===== src/rtl/alu_pkg.sv =====
// Shared definitions for the ALU command sequencer: opcodes, power modes and FSM encoding.
package alu_pkg;

    localparam logic [2:0] OP_ADD = 3'b000;
    localparam logic [2:0] OP_SUB = 3'b001;
    localparam logic [2:0] OP_AND = 3'b010;
    localparam logic [2:0] OP_OR  = 3'b011;
    localparam logic [2:0] OP_XOR = 3'b100;
    localparam logic [2:0] OP_NOT = 3'b101;

    localparam logic [1:0] PM_DIV1 = 2'b00;
    localparam logic [1:0] PM_DIV2 = 2'b01;
    localparam logic [1:0] PM_DIV4 = 2'b10;
    localparam logic [1:0] PM_DIV8 = 2'b11;

    typedef enum logic [1:0] {
        ST_IDLE = 2'b00,
        ST_WAIT = 2'b01,
        ST_RESP = 2'b10
    } state_t;

    // Opcodes 110 and 111 have no ALU operation behind them.
    function automatic logic op_illegal(input logic [2:0] op);
        return op[2] & op[1];
    endfunction

endpackage


===== src/rtl/alu_cmd_fifo.sv =====
// Command FIFO for the ALU sequencer with registered full/empty flags.
module alu_cmd_fifo #(
    parameter int W     = 67,
    parameter int DEPTH = 4
) (
    input  logic         clk,
    input  logic         rst,
    input  logic         push,
    input  logic [W-1:0] wdata,
    input  logic         pop,
    output logic [W-1:0] rdata,
    output logic         full,
    output logic         empty
);

    localparam int AW = $clog2(DEPTH);
    localparam int CW = AW + 1;

    logic [W-1:0]  mem_r [DEPTH];
    logic [AW-1:0] wr_ptr_r;
    logic [AW-1:0] rd_ptr_r;
    logic [CW-1:0] count_r;
    logic          full_r;
    logic          empty_r;
    logic          do_push_s;
    logic          do_pop_s;
    logic [CW-1:0] count_nxt_s;

    assign do_push_s = push & ~full_r;
    assign do_pop_s  = pop & ~empty_r;
    assign rdata     = mem_r[rd_ptr_r];
    assign full      = full_r;
    assign empty     = empty_r;

    // Next occupancy from the accepted push/pop pair.
    always_comb begin
        count_nxt_s = count_r;
        if (do_push_s && !do_pop_s) begin
            count_nxt_s = count_r + CW'(1'b1);
        end else if (do_pop_s && !do_push_s) begin
            count_nxt_s = count_r - CW'(1'b1);
        end else begin
            count_nxt_s = count_r;
        end
    end

    // Storage, pointers and flags; pointers wrap naturally since DEPTH is a power of two.
    always_ff @(posedge clk) begin
        if (rst) begin
            for (int i = 0; i < DEPTH; i++) begin
                mem_r[i] <= {W{1'b0}};
            end
            wr_ptr_r <= {AW{1'b0}};
            rd_ptr_r <= {AW{1'b0}};
            count_r  <= {CW{1'b0}};
            full_r   <= 1'b0;
            empty_r  <= 1'b1;
        end else begin
            if (do_push_s) begin
                mem_r[wr_ptr_r] <= wdata;
                wr_ptr_r        <= wr_ptr_r + AW'(1'b1);
            end
            if (do_pop_s) begin
                rd_ptr_r <= rd_ptr_r + AW'(1'b1);
            end
            count_r <= count_nxt_s;
            full_r  <= (count_nxt_s == CW'(DEPTH));
            empty_r <= (count_nxt_s == {CW{1'b0}});
        end
    end

endmodule


===== src/rtl/alu_op_sequencer.sv =====
// Issues buffered commands to the clock-gated ALU one at a time, holds operands for the
// mode-dependent number of cycles, then returns the captured result in command order.
module alu_op_sequencer
    import alu_pkg::*;
#(
    parameter int WIDTH     = 32,
    parameter int DEPTH     = 4,
    parameter int HOLD_BASE = 2
) (
    input  logic             Clk,
    input  logic             Rst,
    input  logic             cmd_valid,
    output logic             cmd_ready,
    input  logic [WIDTH-1:0] cmd_a,
    input  logic [WIDTH-1:0] cmd_b,
    input  logic [2:0]       cmd_opcode,
    input  logic [1:0]       power_mode,
    output logic [WIDTH-1:0] alu_a,
    output logic [WIDTH-1:0] alu_b,
    output logic [2:0]       alu_opcode,
    output logic [1:0]       alu_power_mode,
    output logic             alu_enable,
    input  logic [WIDTH-1:0] alu_result,
    input  logic             alu_cout,
    output logic             rsp_valid,
    input  logic             rsp_ready,
    output logic [WIDTH-1:0] rsp_result,
    output logic             rsp_cout,
    output logic [2:0]       rsp_opcode,
    output logic             rsp_err,
    output logic             busy
);

    localparam int ENT_W = 2 * WIDTH + 3;
    localparam int CNT_W = $clog2(HOLD_BASE << 3) + 1;

    logic [ENT_W-1:0] head_s;
    logic [2:0]       head_op_s;
    logic [WIDTH-1:0] head_a_s;
    logic [WIDTH-1:0] head_b_s;
    logic             fifo_full_s;
    logic             fifo_empty_s;
    logic             pop_s;
    logic [CNT_W-1:0] hold_m1_s;

    state_t           state_r,      state_nxt_s;
    logic [CNT_W-1:0] cnt_r,        cnt_nxt_s;
    logic [WIDTH-1:0] alu_a_r,      alu_a_nxt_s;
    logic [WIDTH-1:0] alu_b_r,      alu_b_nxt_s;
    logic [2:0]       alu_op_r,     alu_op_nxt_s;
    logic [1:0]       alu_pm_r,     alu_pm_nxt_s;
    logic             alu_en_r,     alu_en_nxt_s;
    logic             rsp_valid_r,  rsp_valid_nxt_s;
    logic [WIDTH-1:0] rsp_result_r, rsp_result_nxt_s;
    logic             rsp_cout_r,   rsp_cout_nxt_s;
    logic [2:0]       rsp_op_r,     rsp_op_nxt_s;
    logic             rsp_err_r,    rsp_err_nxt_s;

    alu_cmd_fifo #(
        .W     (ENT_W),
        .DEPTH (DEPTH)
    ) u_fifo (
        .clk   (Clk),
        .rst   (Rst),
        .push  (cmd_valid),
        .wdata ({cmd_opcode, cmd_a, cmd_b}),
        .pop   (pop_s),
        .rdata (head_s),
        .full  (fifo_full_s),
        .empty (fifo_empty_s)
    );

    assign head_op_s = head_s[ENT_W-1 -: 3];
    assign head_a_s  = head_s[2*WIDTH-1 -: WIDTH];
    assign head_b_s  = head_s[WIDTH-1:0];
    assign hold_m1_s = (CNT_W'(HOLD_BASE) << power_mode) - CNT_W'(1'b1);

    assign cmd_ready      = ~fifo_full_s;
    assign busy           = (state_r != ST_IDLE) | ~fifo_empty_s;
    assign alu_a          = alu_a_r;
    assign alu_b          = alu_b_r;
    assign alu_opcode     = alu_op_r;
    assign alu_power_mode = alu_pm_r;
    assign alu_enable     = alu_en_r;
    assign rsp_valid      = rsp_valid_r;
    assign rsp_result     = rsp_result_r;
    assign rsp_cout       = rsp_cout_r;
    assign rsp_opcode     = rsp_op_r;
    assign rsp_err        = rsp_err_r;

    // Next-state and next-output logic; every register holds unless a branch updates it.
    always_comb begin
        state_nxt_s      = state_r;
        cnt_nxt_s        = cnt_r;
        alu_a_nxt_s      = alu_a_r;
        alu_b_nxt_s      = alu_b_r;
        alu_op_nxt_s     = alu_op_r;
        alu_pm_nxt_s     = alu_pm_r;
        alu_en_nxt_s     = alu_en_r;
        rsp_valid_nxt_s  = rsp_valid_r;
        rsp_result_nxt_s = rsp_result_r;
        rsp_cout_nxt_s   = rsp_cout_r;
        rsp_op_nxt_s     = rsp_op_r;
        rsp_err_nxt_s    = rsp_err_r;
        pop_s            = 1'b0;
        case (state_r)
            ST_IDLE: begin
                if (!fifo_empty_s) begin
                    pop_s = 1'b1;
                    if (op_illegal(head_op_s)) begin
                        // Rejected without touching the ALU inputs.
                        rsp_result_nxt_s = {WIDTH{1'b0}};
                        rsp_cout_nxt_s   = 1'b0;
                        rsp_op_nxt_s     = head_op_s;
                        rsp_err_nxt_s    = 1'b1;
                        rsp_valid_nxt_s  = 1'b1;
                        state_nxt_s      = ST_RESP;
                    end else begin
                        alu_a_nxt_s  = head_a_s;
                        alu_b_nxt_s  = head_b_s;
                        alu_op_nxt_s = head_op_s;
                        alu_pm_nxt_s = power_mode;
                        alu_en_nxt_s = 1'b1;
                        cnt_nxt_s    = hold_m1_s;
                        state_nxt_s  = ST_WAIT;
                    end
                end else begin
                    state_nxt_s = ST_IDLE;
                end
            end
            ST_WAIT: begin
                if (cnt_r != {CNT_W{1'b0}}) begin
                    cnt_nxt_s = cnt_r - CNT_W'(1'b1);
                end else begin
                    rsp_result_nxt_s = alu_result;
                    rsp_cout_nxt_s   = alu_cout;
                    rsp_op_nxt_s     = alu_op_r;
                    rsp_err_nxt_s    = 1'b0;
                    rsp_valid_nxt_s  = 1'b1;
                    alu_en_nxt_s     = 1'b0;
                    state_nxt_s      = ST_RESP;
                end
            end
            ST_RESP: begin
                if (rsp_valid_r && rsp_ready) begin
                    rsp_valid_nxt_s = 1'b0;
                    state_nxt_s     = ST_IDLE;
                end else begin
                    state_nxt_s = ST_RESP;
                end
            end
            default: begin
                state_nxt_s = ST_IDLE;
            end
        endcase
    end

    // State and output registers.
    always_ff @(posedge Clk) begin
        if (Rst) begin
            state_r      <= ST_IDLE;
            cnt_r        <= {CNT_W{1'b0}};
            alu_a_r      <= {WIDTH{1'b0}};
            alu_b_r      <= {WIDTH{1'b0}};
            alu_op_r     <= 3'b000;
            alu_pm_r     <= 2'b00;
            alu_en_r     <= 1'b0;
            rsp_valid_r  <= 1'b0;
            rsp_result_r <= {WIDTH{1'b0}};
            rsp_cout_r   <= 1'b0;
            rsp_op_r     <= 3'b000;
            rsp_err_r    <= 1'b0;
        end else begin
            state_r      <= state_nxt_s;
            cnt_r        <= cnt_nxt_s;
            alu_a_r      <= alu_a_nxt_s;
            alu_b_r      <= alu_b_nxt_s;
            alu_op_r     <= alu_op_nxt_s;
            alu_pm_r     <= alu_pm_nxt_s;
            alu_en_r     <= alu_en_nxt_s;
            rsp_valid_r  <= rsp_valid_nxt_s;
            rsp_result_r <= rsp_result_nxt_s;
            rsp_cout_r   <= rsp_cout_nxt_s;
            rsp_op_r     <= rsp_op_nxt_s;
            rsp_err_r    <= rsp_err_nxt_s;
        end
    end

endmodule


===== config.mk =====
export PLATFORM = sky130hd
export DESIGN_NAME = alu_op_sequencer
export DESIGN_NICKNAME = d
export VERILOG_FILES = /design/src/rtl/alu_pkg.sv /design/src/rtl/alu_cmd_fifo.sv /design/src/rtl/alu_op_sequencer.sv
export SDC_FILE = /design/constraint.sdc
export NUM_CORES = 1
export LEC_CHECK = 0
export ABC_AREA = 1
export BUFFER_PORTS_ARGS = -buffer_cell sky130_fd_sc_hd__buf_4
export CORE_MARGIN = 5
export CORE_UTILIZATION = 45
export CTS_CLUSTER_DIAMETER = 150
export DETAILED_ROUTE_END_ITERATION = 10
export GPL_TIMING_DRIVEN = 1
export SYNTH_ARGS = -nofsm -noshare
export SYNTH_HDL_FRONTEND = slang
export SYNTH_SLANG_ARGS = --single-unit

===== constraint.sdc =====
create_clock -name Clk -period 11.6 [get_ports Clk]
set_clock_uncertainty 0.15 [all_clocks]
set_input_delay 2.32 -clock Clk [delete_from_list [all_inputs] [get_ports Clk]]
set_output_delay 2.32 -clock Clk [all_outputs]
set_load 0.005 [all_outputs]

==> impl_metrics.tcl <==
set metrics [dict create \
    status "finished clean" \
    dr.max_layer_used "met4" \
    fin_util_pct 54.6 \
    period_minus_slack_ps 5740 \
    dp_hpwl_um 22900 \
    p_total_mw 4.42 \
    cts_resized 0 \
    grt_pass1_vias 12300 \
    die_w_um 201 \
    grt_setup_unrepaired "no" \
    h-tree-depth 2 \
    relSlewSlack_pct 21.0 \
    worstPathRequired_ps 11460 \
    routed-wl-met2_um 19600 \
    max-cap-violations 0 \
    via_count 12400 \
    wl_met3_um 2470 \
    holdWs_ps 315 \
    p_seq_share_pct 41.7 \
    drv_slew 0 \
    syn-instance-count 1741 \
    cts-hold-fix-buffers 0 \
    synth_edf_count 268 \
    grt_pass1_wl_um 65500 \
    power.leakage_nw 8.00 \
    swShare_pct 34.0 \
    ys_seq_elements 394 \
    crit_path_cell_trace "buf_4 -> nand2_1 -> nor2_1 -> inv_2 -> buf_4 -> nor2_1 -> nand2_4 -> nand2_4" \
    synth_area_per_cell_um2 9.39 \
    multiInputGateArea_um2 4680 \
    synth_flop_cell "edfxtp_1" \
    worst_ir_drop_vdd_v 0.000134 \
    nFillCells 3236 \
    fmax_mhz 174 \
    min_path_cells 2 \
    io_buffers 215 \
    synthesis.nets 1850 \
    netlist_area_um2 16300 \
    final_cells 2399 \
    grt_max_degree 84 \
    dieArea_um2 40200 \
    met1_length_um 18500 \
    cp_max_fo 68 \
    period_share_pct 49.5 \
    crit_arrival_ps 5600 \
    synth_cell_types 30 \
    cts_tree "yes" \
    slowest_stage "nand2_4" \
    drcViolationCount 0 \
    io_pins 216 \
    cts_setup_buffers 0 \
    power_density_nw_per_um2 227 \
    antennaDiodeCount 0 \
    drt_wl_total_um 41600 \
    combPwrFrac_pct 29.5 \
    clock_path_buffers 3 \
    grt_overflow 0 \
    tightest_slew_ps 1180 \
    p_sw_mw 1.51 \
    finalSetupTns_ps 0 \
    min_path_type "register to register" \
    slowest_delay_ps 870 \
    cts_buffers 43 \
    path_class "input pin to register" \
    worstSkewPairLatency_ps 540 \
    numClockSinks 394 \
    async_reset_ff_share_pct 0 \
    die_y_um 201 \
    seq_area_um2 10600 \
    antenna_left 0 \
    std_cell_rows 69 \
    drt_iter0_drc 820 \
    area.growth.synth_to_final_pct 19.5 \
    post_drt_via_cell_ratio 5.16 \
    dr.pass1.iters 5 \
    grt.total_usage_pct 20.0 \
    cts_root_buffer "clkbuf_16" \
    drt-wirelength-per-cell_um 17.3 \
    path_clk_slew_ps 60 \
    start_util_pct 45.7 \
    dp.cells 2321 \
    synth_warnings 0 \
    core_area_um2 35700 \
    nets 2014 \
    cp-start-kind "input pin" \
    setup_violations 0 \
    p_clk_share_pct 28.9 \
    drive_above_1_share_pct 16.0 \
    p_int_mw 2.92 \
    antenna_found_initial 0 \
    hold_violations 0 \
    worstSetupEndpointType "register" \
    gp_congestion 0.815 \
    reg2regPathDepth 8 \
    yosysSeqAreaShare_pct 64.7 \
]
layout make-up:
cell class | count | share of cell area, %
sequential | 394 | 54.2
multi-input combinational | 1063 | 24.0
timing repair buffer | 230 | 8.85
clock buffer | 57 | 6.11
inverter | 173 | 3.35
tap | 461 | 2.95
clock inverter | 21 | 0.622
logic make-up after synthesis:
logic type | count (synthesis) | synth area share, %
buffers and inverters | 284 | 7.01
AND/OR/NAND/NOR | 742 | 17.7
AO/OA/AOI/OAI | 316 | 10.2
adder cells (fa/ha/maj) | 3 | 0.230
XOR/XNOR | 2 | 0.107
flip-flops | 394 | 64.7
cell usage after synthesis, types with 11 or more instances:
| library cell | number | area share, % |
|---|---|---|
| nor2_1 | 566 | 13 |
| edfxtp_1 | 268 | 49 |
| o21ai_0 | 195 | 6.0 |
| inv_1 | 167 | 3.8 |
| dfxtp_1 | 126 | 15 |
| nand2_1 | 106 | 2.4 |
| clkbuf_1 | 74 | 1.7 |
| o22ai_1 | 64 | 2.5 |
| nand3_1 | 58 | 1.8 |
| a21oi_1 | 41 | 1.3 |
| buf_2 | 29 | 0.89 |
| o21ai_1 | 11 | 0.34 |
power by group through the flow:
stage	clock (mW)	sequential [mW]	combinational (mW)
floorplan	0	1.84	0.889
finish	1.28	1.84	1.30
CTS	1.31	1.85	1.32
global route	1.36	1.87	1.48
global placement	0	1.87	1.30
detailed placement	0	1.87	1.31
registers in the layout, summed over array words and instances, names as in the netlist, 3 cells and up, named ones only:
| name | count |
|---|---|
| alu_opcode | 3 |
| rsp_result | 32 |
| alu_b | 32 |
| cnt_r | 5 |
| rsp_opcode | 3 |
| alu_a | 32 |
| u_fifo.mem_r | 268 |
| u_fifo.count_r | 3 |
final timing paths:
check | startpoint | end | slack (ps)
setup / recovery | cmd_valid | u_fifo.mem_r[0][42] | 5860
setup reg to reg | u_fifo.full | u_fifo.mem_r[0][42] | 7370
hold reg to reg | cnt_r[0] | cnt_r[0] | 310
hold / removal | cnt_r[0] | cnt_r[0] | 310
stage by stage:
stage / setup WS, ps / cell area, um^2
final: 5860 / 19500
after global routing: 5660 / 19500
after floorplan: 3450 / 16300
after detailed placement: 5270 / 18200
after global placement: 5320 / 18200
after CTS: 5840 / 19500
layout by cell type, fill, tap and decap left out, drive strengths merged, types with 2 or more instances in the layout:
cell,netlist,final
nor2,568,568
edfxtp,268,268
buf,37,230
o21ai,206,206
inv,173,173
dfxtp,126,126
nand2,112,112
o22ai,64,64
nand3,58,58
clkbuf,74,57
a21oi,41,41
clkinv,0,20
ha,3,3
nor3,2,2
xor2,2,2
o31ai,2,2
routing by layer:
layer / vias up / track usage [%]
met5: - / 0
met4: 0 / 5.65
met3: 61 / 3.28
met2: 376 / 33.8
met1: 5883 / 27.0
li1: 6056 / -
worst max-delay path: cells and delay by family:
kind / cells / cell delay, ps
AND/OR/NAND/NOR: 5 / 2350
buffers and inverters: 3 / 880
(Power assumes the default switching activity.)
